`src/rtl/nexus_nonce_reporter.sv`:
```
// Buffers good-nonce pulses in a small FIFO and streams each one out as a 10-byte frame: sync, 8 nonce bytes (MSB first), XOR checksum.
// Optional NONCE_REPORT_DEDUP_EN discards a nonce equal to the last one accepted.
module nexus_nonce_reporter #(
  parameter int          FIFO_DEPTH = 4,
  parameter logic [7:0]  SYNC_BYTE  = 8'hA5
) (
  input  logic        clk,
  input  logic        rst,
  input  logic [63:0] NonceIn,
  input  logic        NonceValid,
  output logic [7:0]  TxData,
  output logic        TxValid,
  input  logic        TxReady,
  input  logic        OvfClr,
  output logic        Overflow,
  output logic [15:0] DropCount,
  output logic        Busy
);
  localparam int AW = $clog2(FIFO_DEPTH);

  typedef enum logic [1:0] {IDLE, SYNC, DATA, CSUM} state_t;
  state_t state, nextState;

  logic [63:0] mem [FIFO_DEPTH];
  logic [AW:0] wrPtr, rdPtr;
  logic [63:0] shReg;
  logic [7:0]  csum;
  logic [2:0]  byteCnt;
  logic        empty, full, xfer, pop, push, drop, dup;

  assign empty = (wrPtr == rdPtr);
  assign full  = (wrPtr[AW] != rdPtr[AW]) && (wrPtr[AW-1:0] == rdPtr[AW-1:0]);
  assign xfer  = TxValid && TxReady;
  assign Busy  = (state != IDLE) || !empty;

`ifdef NONCE_REPORT_DEDUP_EN
  logic [63:0] lastNonce;
  logic        lastVld;
  assign dup = lastVld && (NonceIn == lastNonce);
  always_ff @(posedge clk or posedge rst) begin
    if (rst) begin
      lastNonce <= '0;
      lastVld   <= 1'b0;
    end else if (push) begin
      lastNonce <= NonceIn;
      lastVld   <= 1'b1;
    end
  end
`else
  assign dup = 1'b0;
`endif

  // A pop frees a slot on the same edge, so a full FIFO can still accept.
  assign push = NonceValid && !dup && (!full || pop);
  assign drop = NonceValid && !dup && full && !pop;

  always_ff @(posedge clk or posedge rst) begin
    if (rst) state <= IDLE;
    else     state <= nextState;
  end

  always_comb begin
    nextState = state;
    case (state)
      IDLE: if (!empty) nextState = SYNC;
      SYNC: if (xfer) nextState = DATA;
      DATA: if (xfer && byteCnt == 3'd7) nextState = CSUM;
      CSUM: if (xfer) nextState = empty ? IDLE : SYNC;
      default: nextState = IDLE;
    endcase
  end

  always_comb begin
    pop = 1'b0;
    case (state)
      IDLE:    pop = !empty;
      CSUM:    pop = xfer && !empty;
      default: pop = 1'b0;
    endcase
  end

  always_ff @(posedge clk) begin
    if (push) mem[wrPtr[AW-1:0]] <= NonceIn;
  end

  always_ff @(posedge clk or posedge rst) begin
    if (rst) begin
      wrPtr <= '0;
      rdPtr <= '0;
    end else begin
      if (push) wrPtr <= wrPtr + 1'b1;
      if (pop)  rdPtr <= rdPtr + 1'b1;
    end
  end

  // Byte datapath; TxData always holds the byte currently offered downstream.
  always_ff @(posedge clk or posedge rst) begin
    if (rst) begin
      TxData  <= 8'h00;
      TxValid <= 1'b0;
      shReg   <= '0;
      csum    <= '0;
      byteCnt <= '0;
    end else begin
      case (state)
        IDLE: if (pop) begin
          shReg   <= mem[rdPtr[AW-1:0]];
          csum    <= '0;
          TxData  <= SYNC_BYTE;
          TxValid <= 1'b1;
        end
        SYNC: if (xfer) begin
          TxData  <= shReg[63:56];
          shReg   <= {shReg[55:0], 8'h00};
          byteCnt <= '0;
        end
        DATA: if (xfer) begin
          csum    <= csum ^ TxData;
          byteCnt <= byteCnt + 3'd1;
          if (byteCnt == 3'd7) begin
            TxData <= csum ^ TxData;
          end else begin
            TxData <= shReg[63:56];
            shReg  <= {shReg[55:0], 8'h00};
          end
        end
        CSUM: if (xfer) begin
          if (pop) begin
            shReg  <= mem[rdPtr[AW-1:0]];
            csum   <= '0;
            TxData <= SYNC_BYTE;
          end else begin
            TxValid <= 1'b0;
          end
        end
        default: TxValid <= 1'b0;
      endcase
    end
  end

  // A drop in the same cycle as a clear wins and restarts the count at 1.
  always_ff @(posedge clk or posedge rst) begin
    if (rst) begin
      Overflow  <= 1'b0;
      DropCount <= '0;
    end else if (drop) begin
      Overflow  <= 1'b1;
      if (OvfClr)                  DropCount <= 16'd1;
      else if (DropCount != 16'hFFFF) DropCount <= DropCount + 16'd1;
    end else if (OvfClr) begin
      Overflow  <= 1'b0;
      DropCount <= '0;
    end
  end
endmodule

```
`config.mk`:
```
export PLATFORM = sky130hd
export DESIGN_NAME = nexus_nonce_reporter
export DESIGN_NICKNAME = d
export VERILOG_FILES = /design/src/rtl/nexus_nonce_reporter.sv
export SDC_FILE = /design/constraint.sdc
export NUM_CORES = 1
export LEC_CHECK = 0
export CAP_MARGIN = 20
export CORE_MARGIN = 8
export CORE_UTILIZATION = 63
export CTS_BUF_LIST = sky130_fd_sc_hd__clkbuf_16
export CTS_CLUSTER_SIZE = 16
export DETAILED_ROUTE_END_ITERATION = 6
export DONT_BUFFER_PORTS = 1
export GPL_TIMING_DRIVEN = 0
export MAX_ROUTING_LAYER = met4
export PLACE_DENSITY = 0.77
export SETUP_SLACK_MARGIN = 0.4
export SYNTH_ARGS = -nofsm -noshare
export SYNTH_HDL_FRONTEND = slang
export SYNTH_SLANG_ARGS = --single-unit
```
`constraint.sdc`:
```
create_clock -name clk -period 5 [get_ports clk]
set_input_delay 0.5 -clock clk [delete_from_list [all_inputs] [get_ports clk]]
set_output_delay 0.5 -clock clk [all_outputs]
set_load 0.01 [all_outputs]
```
; Yosys cells after proc, flatten, opt, wreduce, memory -nomap -nowiden
; Memories as Yosys holds them, arrays and structs flattened.
; Cells that the tools add are included.
[word_totals]
regBits = 109
ram_bits = 256
mem_count = 1
[op_classes]
add_sub_neg = 4
n_eq_ne = 16
muxes = 38
bitwise = 1
n_reduce_logical = 26
[memory_table]
columns = name, depth, width, read_ports, rd_clocked_by_memory_dff, wr, line
row1 = mem, 4, 64, 1, 0, 1, 24  ; logic [63:0] mem [FIFO_DEPTH];
[op_table]
columns = op, n
row1 = $mux W64, 5
row2 = $pmux W64 S4, 1
row3 = $mux W16, 4
row4 = $mux W8, 8
row5 = $pmux W8 S4, 1
row6 = $pmux W8 S3, 1
row7 = $add A16 B1 Y16 const B, 1
row8 = $ne A16 B16 Y1 const B, 1
row9 = $ne A2 B2 Y1 const B, 8
row10 = $reduce_and A4 Y1, 3
row11 = $reduce_bool A2 Y1, 5
row12 = $add A3 B1 Y3 const B, 3
row13 = $reduce_and A3 Y1, 3
row14 = $mux W1, 8
row15 = $mux W2, 4
row16 = $pmux W2 S4, 1
row17 = $xor A8 B8 Y8, 1
row18 = $logic_and A1 B1 Y1, 7
row19 = $mux W3, 2
row20 = $pmux W3 S2, 1
row21 = $eq A2 B2 Y1 const B, 2
row22 = $pmux W1 S2, 2
row23 = $eq A3 B3 Y1, 1
row24 = $eq A3 B3 Y1 const B, 1
row25 = other kinds (8), 11

; Depth between registers and ports, before layout
; Gate-level depths: netlist of the first run.
[logic_depth]
depth_word = 8
depth_mapped = 9

; Worst setup path before layout of the first run
; OpenSTA, ideal clock, no wires.
[synth_timing]
path_kind = reg2reg
startpoint = register state[0]
endpoint = memory mem[0][0], enable pin
setup_ps = 487
arrival_time_ps = 4125
required_ps = 4513
slack_ps = 389
stages_incl_launch_ff = 7
cell_sequence = dfrtp_1 -> inv_1 -> ha_1 -> clkbuf_1 -> o211ai_1 -> o21ai_1 -> nor2_1
[synth_via]
elab_chain_cells = 6
[synth_rtl]
columns = element, line
row1 = start: declaration, 22  ; state_t state, nextState;
row2 = start signal: assignment, 59  ; else state <= nextState;
row3 = $eq A2 B2 Y1 or $logic_not A2 Y1 (tied branches), 75  ; case (state)
row4 = $pmux W1 S2 (*), 75
row5 = $logic_or A1 B1 Y1 (*), 54  ; assign push = NonceValid && !dup && (!full || pop);
row6 = $logic_and A1 B1 Y1 (*), 54
row7 = $mux W1 (*), 83  ; if (push) mem[wrPtr[AW-1:0]] <= NonceIn;
row8 = $mux W1 (implied by the code) (*), 83
row9 = end: declaration, 24
; Every way passes the cells marked *; elsewhere a longest branch is shown, timed or not.

; Final worst setup path of the first run
[layout_timing]
startpoint = register state[0]
endpoint = memory mem[1][49], enable pin
; The elaborated chain is that of the path after synthesis.

==> results of run 1 <==
metrics by stage:
| stage | hold slack [ps] | cells | area [sq um] | worst slack [ps] |
|---|---|---|---|---|
| 2_1_floorplan | 478 | 891 | 14700 | 389 |
| 3_3_place_gp | 501 | 1210 | 15100 | -1870 |
| 3_5_place_dp | 454 | 1219 | 15400 | 1860 |
| 4_1_cts | 55.5 | 1285 | 16400 | 1820 |
| 5_1_grt | 52.6 | 1285 | 16400 | 1630 |
| 6_report | 70.9 | 1285 | 16400 | 1870 |
cell usage in the layout, fill, tap and decap left out, types with 9 or more instances in the layout:
cell type                     n
sky130_fd_sc_hd__mux2i_1     55
sky130_fd_sc_hd__nand2_1     36
sky130_fd_sc_hd__clkbuf_1    20
sky130_fd_sc_hd__a22o_1       9
sky130_fd_sc_hd__inv_1       20
sky130_fd_sc_hd__xnor2_1     13
sky130_fd_sc_hd__a21oi_1     60
sky130_fd_sc_hd__dfrtp_1    109
sky130_fd_sc_hd__nor2_1      69
sky130_fd_sc_hd__edfxtp_1   256
sky130_fd_sc_hd__nor2b_1     18
sky130_fd_sc_hd__mux4_2      64
sky130_fd_sc_hd__buf_2       21
sky130_fd_sc_hd__clkbuf_16   37
sky130_fd_sc_hd__o21ai_0     22
sky130_fd_sc_hd__ha_1        13
registers in the layout, indices dropped and copies added (netlist names), 3 cells and up:
name       cells
rdPtr          3
TxData         8
csum           8
shReg         64
mem          256
wrPtr          3
DropCount     16
byteCnt        3
worst reg2reg max path, cell delays in order (launching register included):
cell and delay [ps]:
sky130_fd_sc_hd__dfrtp_1 420, sky130_fd_sc_hd__inv_1 100, sky130_fd_sc_hd__ha_1 290, sky130_fd_sc_hd__clkbuf_1 240, sky130_fd_sc_hd__o211ai_1 360, sky130_fd_sc_hd__o21ai_1 350
sky130_fd_sc_hd__nor2_4 760, sky130_fd_sc_hd__buf_12 280
final cells by class:
cell class              instances  area [sq um]
multi-input cells             466          4090
plain buffers                  47           218
inverters                      13          51.3
well taps                     319           399
clock inverters                28           125
flip-flops and latches        365         10400
repair buffers                 10           205
fillers                      1430          6760
clock buffers                  37           926
worst min-delay path by stage:
stage                      from         end  slack (ps)  cells past startpoint
finish               NonceIn[4]   mem[2][4]          70                      0
CTS                 NonceIn[25]  mem[1][25]          60                      0
global route        NonceIn[20]  mem[0][20]          50                      0
global placement        csum[2]     csum[2]         500                      2
floorplan               csum[1]     csum[1]         480                      2
detailed placement          rst    Overflow         450                      1
what timing repair did:
action | 4_1_cts | 5_1_grt
resized for setup | 0 | 0
endpoints found under the hold margin | 38 | 0
hold buffers | 1 | 0
buffers inserted | 0 | 0
layer usage:
layer / part of all wire, % / GRT usage [%] / wire length (microns)
met1: 41 / 27.4 / 11900
met2: 51 / 35.5 / 15000
met3: 6.3 / 4.68 / 1840
met4: 2.1 / 6.23 / 612
met5: 0 / - / 0
cells by family (layout without fill, tap and decap cells):
family          count (synthesis)  after routing  synth area share, %
compound gates                139            139                 5.91
xor+xnor                       14             14                0.832
fa+ha+maj                      13             13                 1.10
buf+inv                        60            135                 1.81
flops                         365            365                 70.6
mux                           122            122                 13.7
simple gates                  178            178                 5.97
report_power, final:
part / leakage [nW] / internal, mW / switching, mW
Combinational: 1.73 / 1.78 / 2.47
Sequential: 3.65 / 4.17 / 0.406
Clock: 0.561 / 1.34 / 1.08
Total: 5.94 / 7.29 / 3.95
==> impl_metrics.py, run 1 <==
metrics = {
    "synth": {
        "share_of_the_yosys_chip_area_belonging_to_registers_pct": 70.6,
        "synthesis.area_per_instance_sq_um": 16.5,
        "post-synth-top-area-cell": "sky130_fd_sc_hd__edfxtp_1",
        "synthTopCellsByCount": "sky130_fd_sc_hd__edfxtp_1, sky130_fd_sc_hd__dfrtp_1, sky130_fd_sc_hd__nor2_1",
        "synth.most_common_cell": "sky130_fd_sc_hd__edfxtp_1",
        "synthTopCellsByArea": "sky130_fd_sc_hd__edfxtp_1, sky130_fd_sc_hd__dfrtp_1, sky130_fd_sc_hd__mux4_2, sky130_fd_sc_hd__mux2i_1, sky130_fd_sc_hd__a21oi_1",
        "netlist_area_sq_um": 14700,
        "synth.ff_latch_count": 365,
        "yosys.area.top_type_share_pct": 52.1,
        "netlist_instances": 891,
        "syn_nets": 973,
        "ys_types": 54,
        "synth-main-ff-cell": "sky130_fd_sc_hd__edfxtp_1",
        "count_of_flip_flops_with_a_built_in_enable_after_synthesis": 256,
        "yosysWarningCount": 0,
        "synth-async-reset-ratio_pct": 29.9,
    },
    "pwr": {
        "totalPowerFinal_mw": 11.2,
        "power_leakage_nw": 5.94,
        "vdd.ir_drop.worst_mv": 0.373,
        "power.density_nw_per_um2": 684,
    },
    "drt": {
        "route.detailed.drc": 0,
        "dr_total_vias": 7833,
        "ant_nets": 0,
        "detail_route.iter0.violations": 599,
        "detail_route.first_pass.iterations": 5,
        "post_drt_via_cell_ratio": 6.10,
        "wire_per_inst_microns": 22.8,
        "routed_wl_microns": 29300,
    },
    "global_route": {
        "grt_max_degree": 72,
        "grtUsageTotal_pct": 21.7,
        "via_count_of_the_first_global_routing_pass": 8250,
        "number_of_antenna_violations_at_the_first_check_in_global_routing": 0,
        "grt_pass1_wl_microns": 46200,
        "grt.overflow.total": 0,
    },
    "placement": {
        "dp_hpwl_microns": 19300,
        "io_buffer_count": 0,
        "place_congestion": 0.809,
    },
    "timing": {
        "fmaxAchievable_ghz": 0.319,
        "final.min_clock_period_ps": 3130,
        "grt_setup_unrepaired": "no",
        "totalNegativeSetupSlack_ps": 0,
        "timing.final.max_slew_violations": 0,
        "worst-slew-pin-transition_ps": 987,
        "timing.slew.headroom_pct": 34.2,
        "timing.final.crit_share_pct": 62.7,
        "timing.final.hold_violations": 0,
        "setup_viol": 0,
        "setup_skew_ps": 18.9,
    },
    "floorplanning": {
        "std_cell_rows": 56,
        "die_w_microns": 169,
        "die_height_microns": 169,
        "design.portCount": 96,
        "core_area_sq_um": 23200,
        "initial_utilization_pct": 63.6,
        "floorplan_die_area_sq_um": 28600,
    },
    "finish": {
        "antenna_cells_inserted": 0,
        "final_nets": 1021,
        "utilization_of_the_core_after_routing_pct": 70.9,
        "area_delta_synth_final_pct": 11.4,
        "fraction_of_layout_instances_using_a_drive_strength_above_1_pct": 16.5,
    },
    "clocking": {
        "cts.htree.levels": 2,
        "worst_skew_pair.late_latency_ps": 520,
        "cts_made_buffers": 36,
        "max-clock-path-buffers": 3,
        "tritoncts_clock_tree": "yes",
        "clockRootBuffer": "sky130_fd_sc_hd__clkbuf_16",
        "cts.clk_slew.worst_paths_ps": 60,
        "clock_tree_sinks": 365,
    },
    "critical_path": {
        "crit_path_cell_trace": "inv_1, ha_1, clkbuf_1, o211ai_1, o21ai_1, nor2_4, buf_12",
        "critPathBufInv": 3,
        "worstReg2RegStart": "state[0]",
        "critPathCaptureType": "register",
        "setup.worst_path.end": "mem[1][49]",
        "worst_setup_sp_type": "register",
        "regToRegEndpoint": "mem[1][49]",
        "worst_ep_required_time_ps": 5200,
        "r2r_cells": 7,
        "path_depth": 7,
        "worst_path_dominant_cell_family": "simple AND/OR/NAND/NOR gates",
        "setup.reg_to_reg.worst_slack_ps": 1870,
        "worst_path_largest_cell_delay_ps": 760,
        "worst-path-max-fanout": 25,
        "crit_slowest_cell": "sky130_fd_sc_hd__nor2_4",
        "type_of_the_worst_setup_path": "reg -> reg",
        "critical_path.startpoint": "state[0]",
        "cp.arrival_ps": 3330,
    },
    "job": {
        "max_cap_viols": 0,
    },
    "hold_path": {
        "hp-class": "in -> reg",
    },
    "run_status": {
        "status": "completed",
    },
}
(Power assumes the default switching activity.)
==> run 2: changes to the inputs <==
Clock period 5 ns to 3.3 ns, I/O delays scaled along.
==> run 2 against run 1 <==
- maximum frequency up 15%
- critical endpoint is now mem[0][18]
- non-clock buffer count up 76
- count of clock-buffer cells in the layout up 1
- largest power group unchanged
- sequential share of layout area down 3.1 points
- flip-flop and latch count unchanged
- clock skew down 5.0 ps
- wire length up 4.4%
- global-route usage up 0.71 points
- hold slack worse by 0.51 ps
- sequential power up 52%
- via count up 5.3%
- highest routed layer unchanged
==> impl_metrics.py, run 2 (synthesis gave the netlist of run 1 again) <==
metrics = {
    "hold_path": {
        "hold_path_depth": 2,
        "worst_hold_startpoint": "NonceValid",
        "holdPathEnd": "wrPtr[2]",
        "hp-class": "in -> reg",
    },
    "drt": {
        "detail_route.iter0.violations": 651,
        "routed_wl_microns": 30600,
        "detail_route.first_pass.iterations": 5,
        "dr_total_vias": 8249,
        "ant_nets": 0,
        "wire_per_inst_microns": 22.4,
        "route.detailed.drc": 0,
        "post_drt_via_cell_ratio": 6.04,
    },
    "pwr": {
        "totalPowerFinal_mw": 17.4,
        "vdd.ir_drop.worst_mv": 0.601,
        "power_leakage_nw": 6.31,
        "power.density_nw_per_um2": 1010,
    },
    "placement": {
        "io_buffer_count": 0,
        "place_congestion": 0.833,
        "dp_hpwl_microns": 18800,
        "post_dp_cell_area_sq_um": 15400,
    },
    "global_route": {
        "grt_pass1_wl_microns": 47800,
        "grtUsageTotal_pct": 22.4,
        "grt_use_met1_pct": 27.6,
        "grt_max_degree": 41,
        "busiest_layer": "met2",
        "number_of_antenna_violations_at_the_first_check_in_global_routing": 2,
        "via_count_of_the_first_global_routing_pass": 8426,
        "grt.overflow.total": 0,
        "globalRouteMet2Util_pct": 37.4,
        "globalRouteMet3Util_pct": 4.68,
    },
    "finish": {
        "fill_cells": 1368,
        "layout.cells.most_common": "sky130_fd_sc_hd__edfxtp_1",
        "layout_common_cells": "sky130_fd_sc_hd__edfxtp_1, sky130_fd_sc_hd__dfrtp_1, sky130_fd_sc_hd__nor2_1",
        "final_nets": 1098,
        "area_delta_synth_final_pct": 17.2,
        "fin_area_sq_um": 17300,
        "largest_reg_flops": 256,
        "fraction_of_layout_instances_using_a_drive_strength_above_1_pct": 16.5,
    },
    "timing": {
        "timing.final.hold_violations": 0,
        "fmaxAchievable_ghz": 0.367,
        "worst-slew-pin-transition_ps": 867,
        "grt_setup_unrepaired": "no",
        "timing.final.max_slew_violations": 0,
        "timing.slew.headroom_pct": 41.7,
        "final.min_clock_period_ps": 2720,
        "timing.final.crit_share_pct": 82.5,
        "setup_skew_ps": 13.9,
        "setup_viol": 0,
    },
    "run_status": {
        "status": "completed",
    },
    "clocking": {
        "clock_tree_sinks": 365,
        "cts_made_buffers": 37,
        "worst_skew_pair.late_latency_ps": 520,
        "cts.clk_slew.worst_paths_ps": 60,
        "max-clock-path-buffers": 3,
        "cts.htree.levels": 2,
        "tritoncts_clock_tree": "yes",
        "clockRootBuffer": "sky130_fd_sc_hd__clkbuf_16",
    },
    "floorplanning": {
        "core_area_sq_um": 23200,
        "die_height_microns": 169,
        "floorplan_die_area_sq_um": 28600,
        "std_cell_rows": 56,
        "design.portCount": 96,
        "initial_utilization_pct": 63.6,
        "die_w_microns": 169,
    },
    "critical_path": {
        "regToRegEndpoint": "mem[0][18]",
        "critPathCaptureType": "register",
        "cp.arrival_ps": 2980,
        "type_of_the_worst_setup_path": "reg -> reg",
        "setup.reg_to_reg.worst_slack_ps": 580,
        "r2r_cells": 8,
        "worst_setup_sp_type": "register",
        "worstReg2RegStart": "state[0]",
        "worst_ep_required_time_ps": 3550,
        "worst-path-max-fanout": 29,
    },
    "job": {
        "max_cap_viols": 0,
    },
}
run 2: cell count changes in the layout (fill, tap and decap cells not counted), moves of 2 or more:
cell                            previous run  this run
sky130_fd_sc_hd__buf_12                    7        12
sky130_fd_sc_hd__buf_4                     0         9
sky130_fd_sc_hd__inv_6                     2         0
sky130_fd_sc_hd__dlygate4sd3_1             1        65
sky130_fd_sc_hd__inv_1                    20        22
sky130_fd_sc_hd__clkinvlp_4                0         2
sky130_fd_sc_hd__bufinv_16                 0         2
sky130_fd_sc_hd__buf_16                    2         0
sky130_fd_sc_hd__clkinv_2                  8         4
sky130_fd_sc_hd__diode_2                   0         2
run 2: worst max-delay path: stages (launching register included):
cell and delay, ps:
sky130_fd_sc_hd__dfrtp_1 420, sky130_fd_sc_hd__inv_1 100, sky130_fd_sc_hd__ha_1 280, sky130_fd_sc_hd__clkbuf_1 390, sky130_fd_sc_hd__o211ai_1 250, sky130_fd_sc_hd__o21ai_2 540, sky130_fd_sc_hd__nor2_4 100, sky130_fd_sc_hd__buf_12 170
sky130_fd_sc_hd__buf_12 170
run 2: cell type report:
cell class	count	area (sq um)	area share [%]
clock inverters	29	190	1.10
flip-flops and latches	365	10400	60.2
well taps	319	399	2.31
multi-input cells	466	4100	23.7
inverters	13	52.6	0.304
plain buffers	47	219	1.27
repair buffers	86	958	5.54
diodes	2	5.00	0.0289
clock buffers	38	951	5.50
run 2: worst max-delay path by stage:
stage / start / endpoint / slack [ps] / cells after the start
final: state[0] / mem[0][18] / 580 / 8
after global routing: state[0] / shReg[63] / 420 / 9
after CTS: state[0] / mem[1][30] / 410 / 7
after detailed placement: state[1] / mem[1][23] / 200 / 7
after global placement: state[0] / mem[1][25] / -1710 / 6
after floorplan: state[0] / mem[0][0] / -280 / 6
run 2: stage by stage:
stage	hold slack (ps)	utilization (%)	setup TNS, ps	cells	setup WS, ps
CTS	48.5	74.1	0	1352	408
finish	70.4	74.5	0	1365	577
floorplan	429	-	-72630	891	-284
detailed placement	352	66.3	0	1220	203
global placement	429	65.4	-430330	1210	-1710
global route	91.5	74.5	0	1365	415
run 2: power by group:
part / leakage [nW] / internal (mW) / total, mW / switching (mW)
clock network: 0.598 / 2.25 / 3.92 / 1.67
registers: 3.65 / 6.31 / 6.93 / 0.622
logic: 2.06 / 2.81 / 6.59 / 3.78
total: 6.31 / 11.4 / 17.4 / 6.08
run 2: per-layer routing:
metal,vias to the layer above,wire [microns]
met1,4224,12200
met4,0,664
met5,-,0
li1,3715,-
met2,257,15900
met3,53,1790
run 2: repair_timing:
action                                  CTS  global route
endpoints found under the setup margin  223           112
endpoints found under the hold margin   287             0
hold buffers                             65             0
gates resized for setup                   1             2
setup buffers                             0            11
pin swaps                                 0             3
